### config.mk
export PLATFORM = sky130hd
export DESIGN_NAME = prefix_carry_pipe
export DESIGN_NICKNAME = d
export VERILOG_FILES = /design/src/rtl/pcp_pkg.sv /design/src/rtl/prefix_level.sv /design/src/rtl/prefix_carry_pipe.sv
export SDC_FILE = /design/constraint.sdc
export NUM_CORES = 1
export LEC_CHECK = 0
export BUFFER_PORTS_ARGS = -buffer_cell sky130_fd_sc_hd__buf_4
export CORE_MARGIN = 2
export CORE_UTILIZATION = 60
export CTS_BUF_LIST = sky130_fd_sc_hd__clkbuf_4
export CTS_CLUSTER_SIZE = 10
export DETAILED_ROUTE_END_ITERATION = 8
export HOLD_SLACK_MARGIN = 0.06
export PLACE_DENSITY = 0.8
export SYNTH_ARGS = -nofsm -noshare
export SYNTH_HDL_FRONTEND = slang
export SYNTH_SLANG_ARGS = --single-unit
### constraint.sdc
create_clock -name clk -period 2.6 [get_ports clk]
set_clock_uncertainty 0.05 [all_clocks]
set_input_delay 0.52 -clock clk [delete_from_list [all_inputs] [get_ports clk]]
set_output_delay 0.52 -clock clk [all_outputs]
set_load 0.01 [all_outputs]
### src/rtl/pcp_pkg.sv
// Shared types and helpers for the pipelined Kogge-Stone carry network.
// The prefix operator and the level/stage derivations live here so every file agrees on them.
package pcp_pkg;

  localparam int PCP_WIDTH = 64;

  typedef struct packed {
    logic g;
    logic p;
  } pg_t;

  // (G,P) o (G',P'): hi is the more significant group, lo the adjacent lower one.
  function automatic pg_t pg_combine(input pg_t hi, input pg_t lo);
    pg_t r;
    r.g = hi.g | (hi.p & lo.g);
    r.p = hi.p & lo.p;
    return r;
  endfunction

  function automatic int pcp_levels(input int width);
    return $clog2(width);
  endfunction

  function automatic int pcp_lat(input int levels, input int levels_per_stage);
    return (levels + levels_per_stage - 1) / levels_per_stage;
  endfunction

endpackage

### src/rtl/prefix_level.sv
// One combinational Kogge-Stone level: bit i absorbs bit i-SPAN; bits below SPAN pass through.
module prefix_level
  import pcp_pkg::*;
#(
  parameter int WIDTH = PCP_WIDTH,
  parameter int SPAN  = 1
) (
  input  logic [WIDTH-1:0] g_in,
  input  logic [WIDTH-1:0] p_in,
  output logic [WIDTH-1:0] g_out,
  output logic [WIDTH-1:0] p_out
);

  for (genvar i = 0; i < WIDTH; i++) begin : g_bit
    if (i >= SPAN) begin : g_comb
      assign {g_out[i], p_out[i]} = pg_combine(pg_t'({g_in[i], p_in[i]}),
                                               pg_t'({g_in[i-SPAN], p_in[i-SPAN]}));
    end else begin : g_pass
      assign g_out[i] = g_in[i];
      assign p_out[i] = p_in[i];
    end
  end

endmodule

### src/rtl/prefix_carry_pipe.sv
// Pipelined Kogge-Stone carry network: Pi/Gi/cin in, sum/difference, carry-out and zero flag out.
// LEVELS_PER_STAGE prefix levels sit between registers; the last stage also applies cin.
module prefix_carry_pipe
  import pcp_pkg::*;
#(
  parameter int WIDTH            = PCP_WIDTH,
  parameter int LEVELS_PER_STAGE = 2
) (
  input  logic             clk,
  input  logic             rst_n,
  input  logic             in_valid,
  output logic             in_ready,
  input  logic [WIDTH-1:0] pi,
  input  logic [WIDTH-1:0] gi,
  input  logic             cin,
  output logic             out_valid,
  input  logic             out_ready,
  output logic [WIDTH-1:0] res,
  output logic             cout,
  output logic             eq
);

  localparam int LEVELS = pcp_levels(WIDTH);
  localparam int LAT    = pcp_lat(LEVELS, LEVELS_PER_STAGE);
  localparam int NREG   = (LAT > 1) ? LAT - 1 : 1;

  logic [LEVELS-1:0][WIDTH-1:0] lin_g, lin_p, lout_g, lout_p;
  logic [NREG-1:0][WIDTH-1:0]   rg_g, rg_p, rg_pi;
  logic [NREG-1:0]              rg_cin;
  logic [LAT-1:0][WIDTH-1:0]    stg_pi;
  logic [LAT-1:0]               stg_cin;
  logic [LAT-1:0]               vld, adv, vin;
  logic                         chain;
  logic [WIDTH:0]               carry;
  logic [WIDTH-1:0]             fin_res;

  // Prefix levels; a level that starts a new stage reads the previous stage's registers.
  for (genvar k = 0; k < LEVELS; k++) begin : g_lvl
    if (k == 0) begin : g_src_in
      assign lin_g[k] = gi;
      assign lin_p[k] = pi;
    end else if (k % LEVELS_PER_STAGE == 0) begin : g_src_reg
      assign lin_g[k] = rg_g[k/LEVELS_PER_STAGE-1];
      assign lin_p[k] = rg_p[k/LEVELS_PER_STAGE-1];
    end else begin : g_src_lvl
      assign lin_g[k] = lout_g[k-1];
      assign lin_p[k] = lout_p[k-1];
    end
    prefix_level #(.WIDTH(WIDTH), .SPAN(1 << k)) u_level (
      .g_in (lin_g[k]),
      .p_in (lin_p[k]),
      .g_out(lout_g[k]),
      .p_out(lout_p[k])
    );
  end

  // Handshake: a beat moves on an edge where the sender's valid and the receiver's ready
  // are both high. A stage is ready when empty or when the stage after it advances; the
  // output stage is ready when empty or out_ready. Readiness is combinational end to end,
  // so bubbles anywhere collapse in the same cycle.
  always_comb begin
    adv   = '0;
    chain = out_ready;
    for (int s = LAT - 1; s >= 0; s--) begin
      chain  = chain || !vld[s];
      adv[s] = chain;
    end
  end

  always_comb begin
    vin        = '0;
    stg_pi     = '0;
    stg_cin    = '0;
    vin[0]     = in_valid;
    stg_pi[0]  = pi;
    stg_cin[0] = cin;
    for (int s = 1; s < LAT; s++) begin
      vin[s]     = vld[s-1];
      stg_pi[s]  = rg_pi[s-1];
      stg_cin[s] = rg_cin[s-1];
    end
  end

  assign in_ready  = adv[0];
  assign out_valid = vld[LAT-1];

  // Group G/P now spans [i:0], so c[i+1] = G[i:0] | P[i:0]&cin.
  assign carry   = {lout_g[LEVELS-1] | (lout_p[LEVELS-1] & {WIDTH{stg_cin[LAT-1]}}),
                    stg_cin[LAT-1]};
  assign fin_res = stg_pi[LAT-1] ^ carry[WIDTH-1:0];

  // Data registers load only with a valid beat, so idle-cycle inputs never reach the output.
  always_ff @(posedge clk or negedge rst_n) begin
    if (!rst_n) begin
      vld    <= '0;
      rg_g   <= '0;
      rg_p   <= '0;
      rg_pi  <= '0;
      rg_cin <= '0;
      res    <= '0;
      cout   <= 1'b0;
      eq     <= 1'b0;
    end else begin
      for (int s = 0; s < LAT; s++) begin
        if (adv[s]) vld[s] <= vin[s];
      end
      for (int s = 0; s < LAT - 1; s++) begin
        if (adv[s] && vin[s]) begin
          rg_g[s]   <= lout_g[(s+1)*LEVELS_PER_STAGE-1];
          rg_p[s]   <= lout_p[(s+1)*LEVELS_PER_STAGE-1];
          rg_pi[s]  <= stg_pi[s];
          rg_cin[s] <= stg_cin[s];
        end
      end
      if (adv[LAT-1] && vin[LAT-1]) begin
        res  <= fin_res;
        cout <= carry[WIDTH];
        eq   <= ~|fin_res;
      end
    end
  end

endmodule

After elaboration in Yosys (flattened, before gate mapping)
Index checks and enable logic that the tools add are counted.

Bitwise logic cells: 966. Reduce and logical (&&, ||, !) cells: 11.

Operators by type and width (number): $and 1x1->1 (642); $or 1x1->1 (321); $and 64x64->64 (1); $or 64x64->64 (1); $reduce_or 64->1 (1); $xor 64x64->64 (1); $logic_not 1->1 (4); $logic_and 1x1->1 (3); $logic_or 1x1->1 (3).

Bits in registers: 455. Bits of input ports: 133. Output and inout port bits: 68. Logic and storage cells: 991.

Logic depth before layout (Yosys ltp)
Gate-level depths: netlist of the first run.

Depth in word-level cells: 8. Depth in mapped cells: 9. Mapped depth without buffers: 8.

Modules after synthesis
A second synthesis of the first run with hierarchy kept.

Cells, all modules: 1965. Area total of the unflattened synthesis: 23201.0 µm².

Modules (own cells, without submodules): prefix_carry_pipe (instances 1, cells an instance 1197, area each 17748.3 µm², seq. area each 11385.9 µm²); prefix_level (g_lvl[5].u_level) (instances 1, cells an instance 128, area each 959.7 µm², seq. area each 0.0 µm²); prefix_level (g_lvl[4].u_level) (instances 1, cells an instance 128, area each 919.6 µm², seq. area each 0.0 µm²); prefix_level (g_lvl[3].u_level) (instances 1, cells an instance 128, area each 908.4 µm², seq. area each 0.0 µm²); prefix_level (g_lvl[2].u_level) (instances 1, cells an instance 128, area each 893.4 µm², seq. area each 0.0 µm²); prefix_level (g_lvl[1].u_level) (instances 1, cells an instance 128, area each 887.1 µm², seq. area each 0.0 µm²); prefix_level (g_lvl[0].u_level) (instances 1, cells an instance 128, area each 884.6 µm², seq. area each 0.0 µm²).

Worst setup path before layout of the first run
Ideal clock, no wire load.

Path type: flip-flop to flip-flop. Start point: register rg_cin[1]. End point: register eq. Library setup time: 0.092 ns. Arrival: 2.264 ns. Required time: 2.458 ns. Slack: 0.194 ns. Cell stages (with the launch flop): 9. Buffers on the path: 1. Clock period less this slack: 2.406 ns. Path through: dfrtp_1 > buf_6 > a21o_1 > a21oi_2 > o21bai_1 > xor2_1 > or4b_1 > or4_1 > o31ai_2.

Word-level cells in the longest chain between the ends: 5.

RTL lines: start: declaration (RTL line prefix_carry_pipe.sv:29) `logic [NREG-1:0] rg_cin;`; start signal: indexed assignment (RTL line prefix_carry_pipe.sv:112) `rg_cin[s] <= stg_cin[s];`; $and 64x64->64 (RTL line prefix_carry_pipe.sv:88) `assign carry = {lout_g[LEVELS-1] | (lout_p[LEVELS-1] & {WIDTH{stg_cin[LAT-1]}}),`; $or 64x64->64 (RTL line prefix_carry_pipe.sv:88); $xor 64x64->64 (*) (RTL line prefix_carry_pipe.sv:90) `assign fin_res = stg_pi[LAT-1] ^ carry[WIDTH-1:0];`; $reduce_or 64->1 (*) (RTL line prefix_carry_pipe.sv:118) `eq <= ~|fin_res;`; $logic_not 1->1 (*) (RTL line prefix_carry_pipe.sv:118); end signal: assignment (RTL line prefix_carry_pipe.sv:118); end: declaration (RTL line prefix_carry_pipe.sv:20) `output logic eq`.

Every way passes the cells marked *; elsewhere a longest branch is shown, timed or not. A chain may end at the register's enable or synchronous reset.

Final worst setup path of the first run
Same ends and word-level chain as after synthesis.

==> metrics.md, run 1 <==
| Metric | Value |
|---|---|
| CTS Buf Count | `115` |
| Final min period | `2.750 ns` |
| Post-synthesis cell type count | `49` |
| Clock Path Buffers | `3` |
| Syn Std Cell Area | `20550 um2` |
| Kind of cell with the highest combined delay on the critical path | `simple AND/OR/NAND/NOR gates` |
| Hold Path Class | `in -> reg` |
| Hold Path Sink | `lin_g[181]` |
| Failing checks | `setup timing` |
| Hold path startpoint | `gi[53]` |
| Period utilization | `105.8%` |
| Layout area overhead | `28.49%` |
| Actual slew at the worst max-slew pin | `0.9027 ns` |
| CP max-delay cell | `or4_4` |
| Post-synthesis cell count | `2088` |
| Worst skew pair latency | `0.86 ns` |
| Die footprint | `35750 um2` |
| Global-route wire length before repair | `111.5 mm` |
| First DRT Iteration DRCs | `2197` |
| Hold Path Depth | `4` |
| Reg2reg setup slack | `-0.15 ns` |
| Final nets | `2670` |
| Clk sinks | `453` |
| Htree depth | `3` |
| CP max stage delay | `0.57 ns` |
| Final worst setup slack | `-0.1499 ns` |
| GPL Wtd Cong | `0.9551` |
| Largest net degree at the start of global routing | `89` |
| Seq/Total Area, Yosys | `55.15%` |
| Worst-path maximum fanout | `18` |
| Chain of cells forming the critical path | `buf_12 > buf_12 > a211oi_2 > o21bai_1 > xnor2_1 > nand2_1 > or4b_4 > or4_4 > o31ai_4` |
| Syn_area_per_cell | `9.844 um2` |
| CP bufs+invs | `2` |
| Synth warn | `0` |
| Worst-path clk slew | `0.07 ns` |
| Die Y | `189.1 um` |
| Seq cells post-synth | `453` |
| # fillers | `2130` |
| Async SR Flop Fraction | `100.0%` |
| Fraction of layout cells with a size suffix above 1 | `25.09%` |
| Final Max Tran Viols | `0` |
| Share of the synthesized area in the top cell type | `55.15%` |
| FP Rows | `67` |
| Unrepaired setup endpoints after global routing | `true` |
| Commonest non-fill, non-tap cells in the layout | `453 x dfrtp_1, 436 x nand2_1, 300 x buf_4` |
| Drc violations | `0` |
| Clock root buffer | `clkbuf_4` |
| Critical Path Source Type | `register` |
| Ranking of synthesized cells by area | `dfrtp_1 55%, nand2_1 8.0%, mux2_2 6.8%` |
| Final ANT Viol Nets | `0` |
| CTS tree | `built` |
| Leak pwr | `12.17 nW` |
| Antenna violations before repair | `9` |
| Starting density of the core | `61.14%` |
| Most common cell after layout, fill and taps aside | `dfrtp_1` |
| Top Ports | `201` |
| Setup crit start | `rg_cin[1]` |
| Placed Instance Area | `23190 um2` |
| CP Capture Type | `register` |
| Post-synth net total | `2222` |
| Core Region | `33620 um2` |
| R2r endpoint | `eq` |
| Most used cell, CP | `buf_12` |
| Final wirelength | `72.97 mm` |
| Max-Slew Margin vs Limit | `39.82%` |
| Die Width | `189.1 um` |
| WL/cell | `23.82 um` |
| Critical path arrival | `3.39 ns` |
| Tot Pwr | `21.77 mW` |
| FF-to-FF path depth | `9` |
| Hold Violations, Final | `0` |
| Fin util | `78.56%` |
| DP Wirelength | `49.16 mm` |
| Grt total ovfl | `0` |
| IO Port Bufs | `200` |
| DRT Pass-1 Iters | `8` |
| Via count | `19160` |
| Outcome | `complete, but fails checks` |
| Area leader, netlist | `dfrtp_1` |
| Setup-failing EPs final | `1` |
| Max IR drop VDD | `0.4872 mV` |
| Total track usage | `41.42%` |
| Number of global-route vias before repair | `18970` |
| Post-synth EDFFs | `0` |
| Reg2reg start | `rg_cin[1]` |
| Most used DFF post-synth | `dfrtp_1` |
| Crit path kind | `reg -> reg` |
| Max-cap violations | `0` |
| Design area | `26410 um2` |
| F_max | `363.7 MHz` |
| Pwr dens | `824.4 nW/um2` |
| Via/cell ratio | `6.254` |
| Worst Path Required | `3.24 ns` |
==> where the power goes <==
part | switching, mW | total, mW | leakage, nW | internal, mW
clock | 2.98 | 6.06 | 0.862 | 3.08
sequential | 1.39 | 9.74 | 5.56 | 8.36
combinational | 2.90 | 5.97 | 5.74 | 3.07
==> tightest hold or removal path, stage by stage <==
cell	delay, ns
buf_4	0.10
a21o_1	0.12
nor2_1	0.05
o21ai_0	0.16
==> sequential cells by signal, summed over array words and instances, names as in the netlist <==
signal and count:
lin_g 128, lin_p 128, rg_pi 126, res 64
vld 3, rg_cin 2, cout 1, eq 1
==> cells in the mapped netlist, types with 8 or more instances <==
cell type,instances
dfrtp_1,453
nand2_1,439
o21ai_0,209
clkbuf_1,149
a21oi_1,134
mux2_2,125
a21o_1,122
nand4_1,109
nor2_1,70
a31oi_1,49
nand3b_1,42
xor2_1,30
xnor2_1,27
nand3_1,14
buf_1,10
o31ai_1,10
inv_1,9
o21bai_1,9
o21a_1,8
==> metal layers <==
metal | track usage (%) | vias to the layer above | wire length (um)
met1 | 59.33 | 9305 | 29850
met4 | 13.58 | 10 | 2238
met3 | 13.88 | 229 | 9627
met2 | 59.72 | 1331 | 31180
li1 | - | 8288 | -
met5 | 0 | - | 76
==> how the worst max path moves through the flow <==
stage          slack (ns)  to  cells after the start
4_1_cts             -0.16  eq                      9
6_report            -0.15  eq                      9
3_5_place_dp        -0.22  eq                      9
3_3_place_gp        -0.10  eq                      9
2_1_floorplan        0.19  eq                      8
5_1_grt             -0.24  eq                      9
==> what timing repair did <==
item	4_1_cts	5_1_grt
endpoints found under the setup margin	1	1
hold buffers	171	0
resized for setup	6	10
hold endpoints to repair	249	0
pin swaps	0	3
setup buffers	0	1
==> logic make-up (layout without fill, tap and decap cells) <==
logic type,count (synthesis),in the layout,synth area share (%)
other,0,1,0
AO/OA/AOI/OAI,575,575,16.74
adder cells (fa/ha/maj),1,1,0.06087
XOR/XNOR,57,57,2.429
multiplexers,126,126,6.897
AND/OR/NAND/NOR,705,705,15.52
buffers and inverters,171,698,3.202
flip-flops,453,453,55.15
==> stage by stage <==
stage                     TNS, ns  cells  setup WS [ns]  hold slack (ns)
after floorplan                 0   2088         0.1941           0.1744
after global placement    -0.1006   2695        -0.1006           0.4032
after detailed placement  -0.2184   2695        -0.2184           0.4085
after CTS                 -0.1627   3062        -0.1627          0.08030
after global routing      -0.2358   3064        -0.2358           0.1251
final                     -0.1499   3064        -0.1499           0.1272
==> area by class of cell <==
| type | instances | area [um2] | area share, % |
|---|---|---|---|
| sequential | 453 | 11340 | 42.92 |
| multi-input combinational | 1464 | 8658 | 32.79 |
| timing repair buffer | 493 | 4399 | 16.66 |
| clock buffer | 178 | 1336 | 5.060 |
| tap | 448 | 560.5 | 2.123 |
| clock inverter | 18 | 82.58 | 0.3127 |
| inverter | 9 | 33.78 | 0.1279 |
| antenna | 1 | 2.502 | 0.009476 |
No activity file was read; power rests on OpenSTA's default activity.
==> run 2, diff against run 1 <==
--- a/config.mk
+++ b/config.mk
@@ -6,6 +6,7 @@
 export NUM_CORES = 1
 export LEC_CHECK = 0
 export BUFFER_PORTS_ARGS = -buffer_cell sky130_fd_sc_hd__buf_4
+export CAP_MARGIN = 20
 export CORE_MARGIN = 2
 export CORE_UTILIZATION = 60
 export CTS_BUF_LIST = sky130_fd_sc_hd__clkbuf_4
@@ -13,6 +14,7 @@
 export DETAILED_ROUTE_END_ITERATION = 8
 export HOLD_SLACK_MARGIN = 0.06
 export PLACE_DENSITY = 0.8
+export RECOVER_POWER = 25
 export SYNTH_ARGS = -nofsm -noshare
 export SYNTH_HDL_FRONTEND = slang
 export SYNTH_SLANG_ARGS = --single-unit
==> run 2 against run 1 <==
Against the previous run:
- the flow finishes with violations (DRC, capacitance limit, slew limit, setup timing)
- first-iteration DRC count increased by 2.9%
- utilization decreased by 0.25 points
- cell area decreased by 0.32%
==> metrics.md, run 2 (synthesis gave the netlist of run 1 again) <==
| Metric | Value |
|---|---|
| Outcome | `complete, but fails checks (unchanged)` |
| Failing checks | `DRC, capacitance limit, slew limit, setup timing (was setup timing)` |
| Count of non-filler cells in the finished layout | `3064 (unchanged)` |
| F_max | `363.9 MHz (was 363.7 MHz)` |
| GPL Wtd Cong | `0.9551 (unchanged)` |
| Gr busiest metal | `met2 (unchanged)` |
| Worst skew pair latency | `0.85 ns (was 0.86 ns)` |
| Hold Path Sink | `lin_g[181] (unchanged)` |
| M2 GR Usage | `59.72% (unchanged)` |
| Final min period | `2.748 ns (was 2.750 ns)` |
| Hold Path Class | `in -> reg (unchanged)` |
| IO Port Bufs | `200 (unchanged)` |
| Drc violations | `3 (was 0)` |
| Htree depth | `3 (unchanged)` |
| Worst-path clk slew | `0.07 ns (about the same)` |
| Clk sinks | `453 (unchanged)` |
| First DRT Iteration DRCs | `2260 (was 2197)` |
| Worst-path maximum fanout | `18 (unchanged)` |
| CTS Buf Count | `115 (unchanged)` |
| Final nets | `2670 (unchanged)` |
| Largest net degree at the start of global routing | `89 (unchanged)` |
| Global-route wire length before repair | `111.5 mm (unchanged)` |
| Final ANT Viol Nets | `0 (unchanged)` |
| Met1 Use GR | `59.33% (unchanged)` |
| Clock root buffer | `clkbuf_4 (unchanged)` |
| Via count | `19200 (was 19160)` |
| R2r endpoint | `eq (unchanged)` |
| CTS tree | `built (unchanged)` |
| Clock Path Buffers | `3 (unchanged)` |
| Die Y | `189.1 um (unchanged)` |
| Reg2reg setup slack | `-0.15 ns (about the same)` |
| WL/cell | `23.81 um (was 23.82 um)` |
| DRT Pass-1 Iters | `9 (was 8)` |
| Commonest non-fill, non-tap cells in the layout | `453 x dfrtp_1, 436 x nand2_1, 296 x buf_4 (was 453 x dfrtp_1, 436 x nand2_1, 300 x buf_4)` |
| Final wirelength | `72.97 mm (about the same)` |
| Core Region | `33620 um2 (unchanged)` |
| Placement Setup Slack | `-0.2184 ns (unchanged)` |
| Die Width | `189.1 um (unchanged)` |
| Critical Path Source Type | `register (unchanged)` |
| CP Capture Type | `register (unchanged)` |
| Actual slew at the worst max-slew pin | `2.190 ns (was 0.9027 ns)` |
| Fraction of layout cells with a size suffix above 1 | `25.05% (was 25.09%)` |
| Grt total ovfl | `0 (unchanged)` |
| DP Wirelength | `49.16 mm (unchanged)` |
| Hold path startpoint | `gi[53] (unchanged)` |
| Starting density of the core | `61.14% (unchanged)` |
| Max-Slew Margin vs Limit | `-46.00% (was 39.82%)` |
| Post-Place Cells | `2695 (unchanged)` |
| Worst hold slack | `0.1270 ns (was 0.1272 ns)` |
| Setup-failing EPs final | `1 (unchanged)` |
| Leak pwr | `12.13 nW (was 12.17 nW)` |
| Via/cell ratio | `6.265 (was 6.254)` |
| Max-cap violations | `1 (was 0)` |
| Pwr dens | `826.6 nW/um2 (was 824.4 nW/um2)` |
| Final worst setup slack | `-0.1480 ns (was -0.1499 ns)` |
| Period utilization | `105.7% (was 105.8%)` |
| Total track usage | `41.42% (unchanged)` |
| FP Rows | `67 (unchanged)` |
| Met3 Usage GRT | `13.88% (unchanged)` |
| Unrepaired setup endpoints after global routing | `true (unchanged)` |
| Hold Violations, Final | `0 (unchanged)` |
| Most common cell after layout, fill and taps aside | `dfrtp_1 (unchanged)` |
| Worst Path Required | `3.24 ns (about the same)` |
| Final Max Tran Viols | `69 (was 0)` |
| Hold Path Depth | `4 (unchanged)` |
| Crit path kind | `reg -> reg (unchanged)` |
| Antenna violations before repair | `9 (unchanged)` |
| Critical path arrival | `3.39 ns (about the same)` |
| FF-to-FF path depth | `9 (unchanged)` |
| Top Ports | `201 (unchanged)` |
| Number of global-route vias before repair | `18970 (unchanged)` |
| Max IR drop VDD | `0.4810 mV (was 0.4872 mV)` |
| Layout area overhead | `28.08% (was 28.49%)` |
| Reg2reg start | `rg_cin[1] (unchanged)` |
| Die footprint | `35750 um2 (unchanged)` |
## run 2: cell count changes in the layout (fill, tap and decap cells not counted)
cell,change
buf_12,-5
buf_4,-4
buf_6,+2
buf_8,-1
clkbuf_1,+1
clkbuf_2,+7
## run 2: repair_timing
item                                    4_1_cts  5_1_grt
pin swaps                                     0        3
endpoints found under the hold margin       249        0
buffers inserted                              0        1
endpoints found under the setup margin        1        1
resized for setup                             6       10
hold buffers                                171        0
## run 2: worst max-delay path, cell delays in order, from the launching register on
cell      delay (ns)
dfrtp_1         0.41
buf_12          0.17
buf_12          0.14
a211oi_2        0.17
o21bai_1        0.12
xnor2_1         0.22
nand2_1         0.07
or4b_4          0.51
or4_4           0.57
o31ai_4         0.19
## run 2: area by class of cell
| type | instances | area, um2 |
|---|---|---|
| flip-flops and latches | 453 | 11340 |
| repair buffers | 493 | 4315 |
| diodes | 1 | 2.502 |
| inverters | 9 | 33.78 |
| clock inverters | 18 | 82.58 |
| well taps | 448 | 560.5 |
| multi-input cells | 1464 | 8658 |
| clock buffers | 178 | 1336 |
| fillers | 2149 | 7291 |
## run 2: how the worst max path moves through the flow
| stage | start | endpoint | slack [ns] | cells after the start |
|---|---|---|---|---|
| 2_1_floorplan | rg_cin[1] | eq | 0.19 | 8 |
| 3_3_place_gp | rg_cin[1] | eq | -0.10 | 9 |
| 3_5_place_dp | rg_cin[1] | eq | -0.22 | 9 |
| 4_1_cts | rg_cin[1] | eq | -0.16 | 9 |
| 5_1_grt | rg_cin[1] | eq | -0.24 | 9 |
| 6_report | rg_cin[1] | eq | -0.15 | 9 |
## run 2: power breakdown
part	internal (mW)	switching (mW)	total [mW]
clock	3.08	2.99	6.07
combinational	3.06	2.89	5.95
sequential	8.36	1.39	9.74
total	14.5	7.27	21.8
## run 2: metrics by stage
step / utilization (%) / power, mW / instance area [um2] / TNS, ns
floorplan: - / 11.99 / 20550 / 0
global placement: 68.98 / 15.15 / 23190 / -0.1006
detailed placement: 68.98 / 15.31 / 23190 / -0.2184
CTS: 78.38 / 21.50 / 26350 / -0.1627
global route: 78.31 / 22.72 / 26330 / -9.460
finish: 78.31 / 21.76 / 26330 / -0.1480
## run 2: metal layers
layer  vias to the layer above  wire length [um]  share of wire [%]
met5                         -                76               0.10
met4                        10              2317                3.2
met3                       250              9816                 13
met2                      1341             31120                 43
met1                      9309             29640                 41
li1                       8286                 -                  -
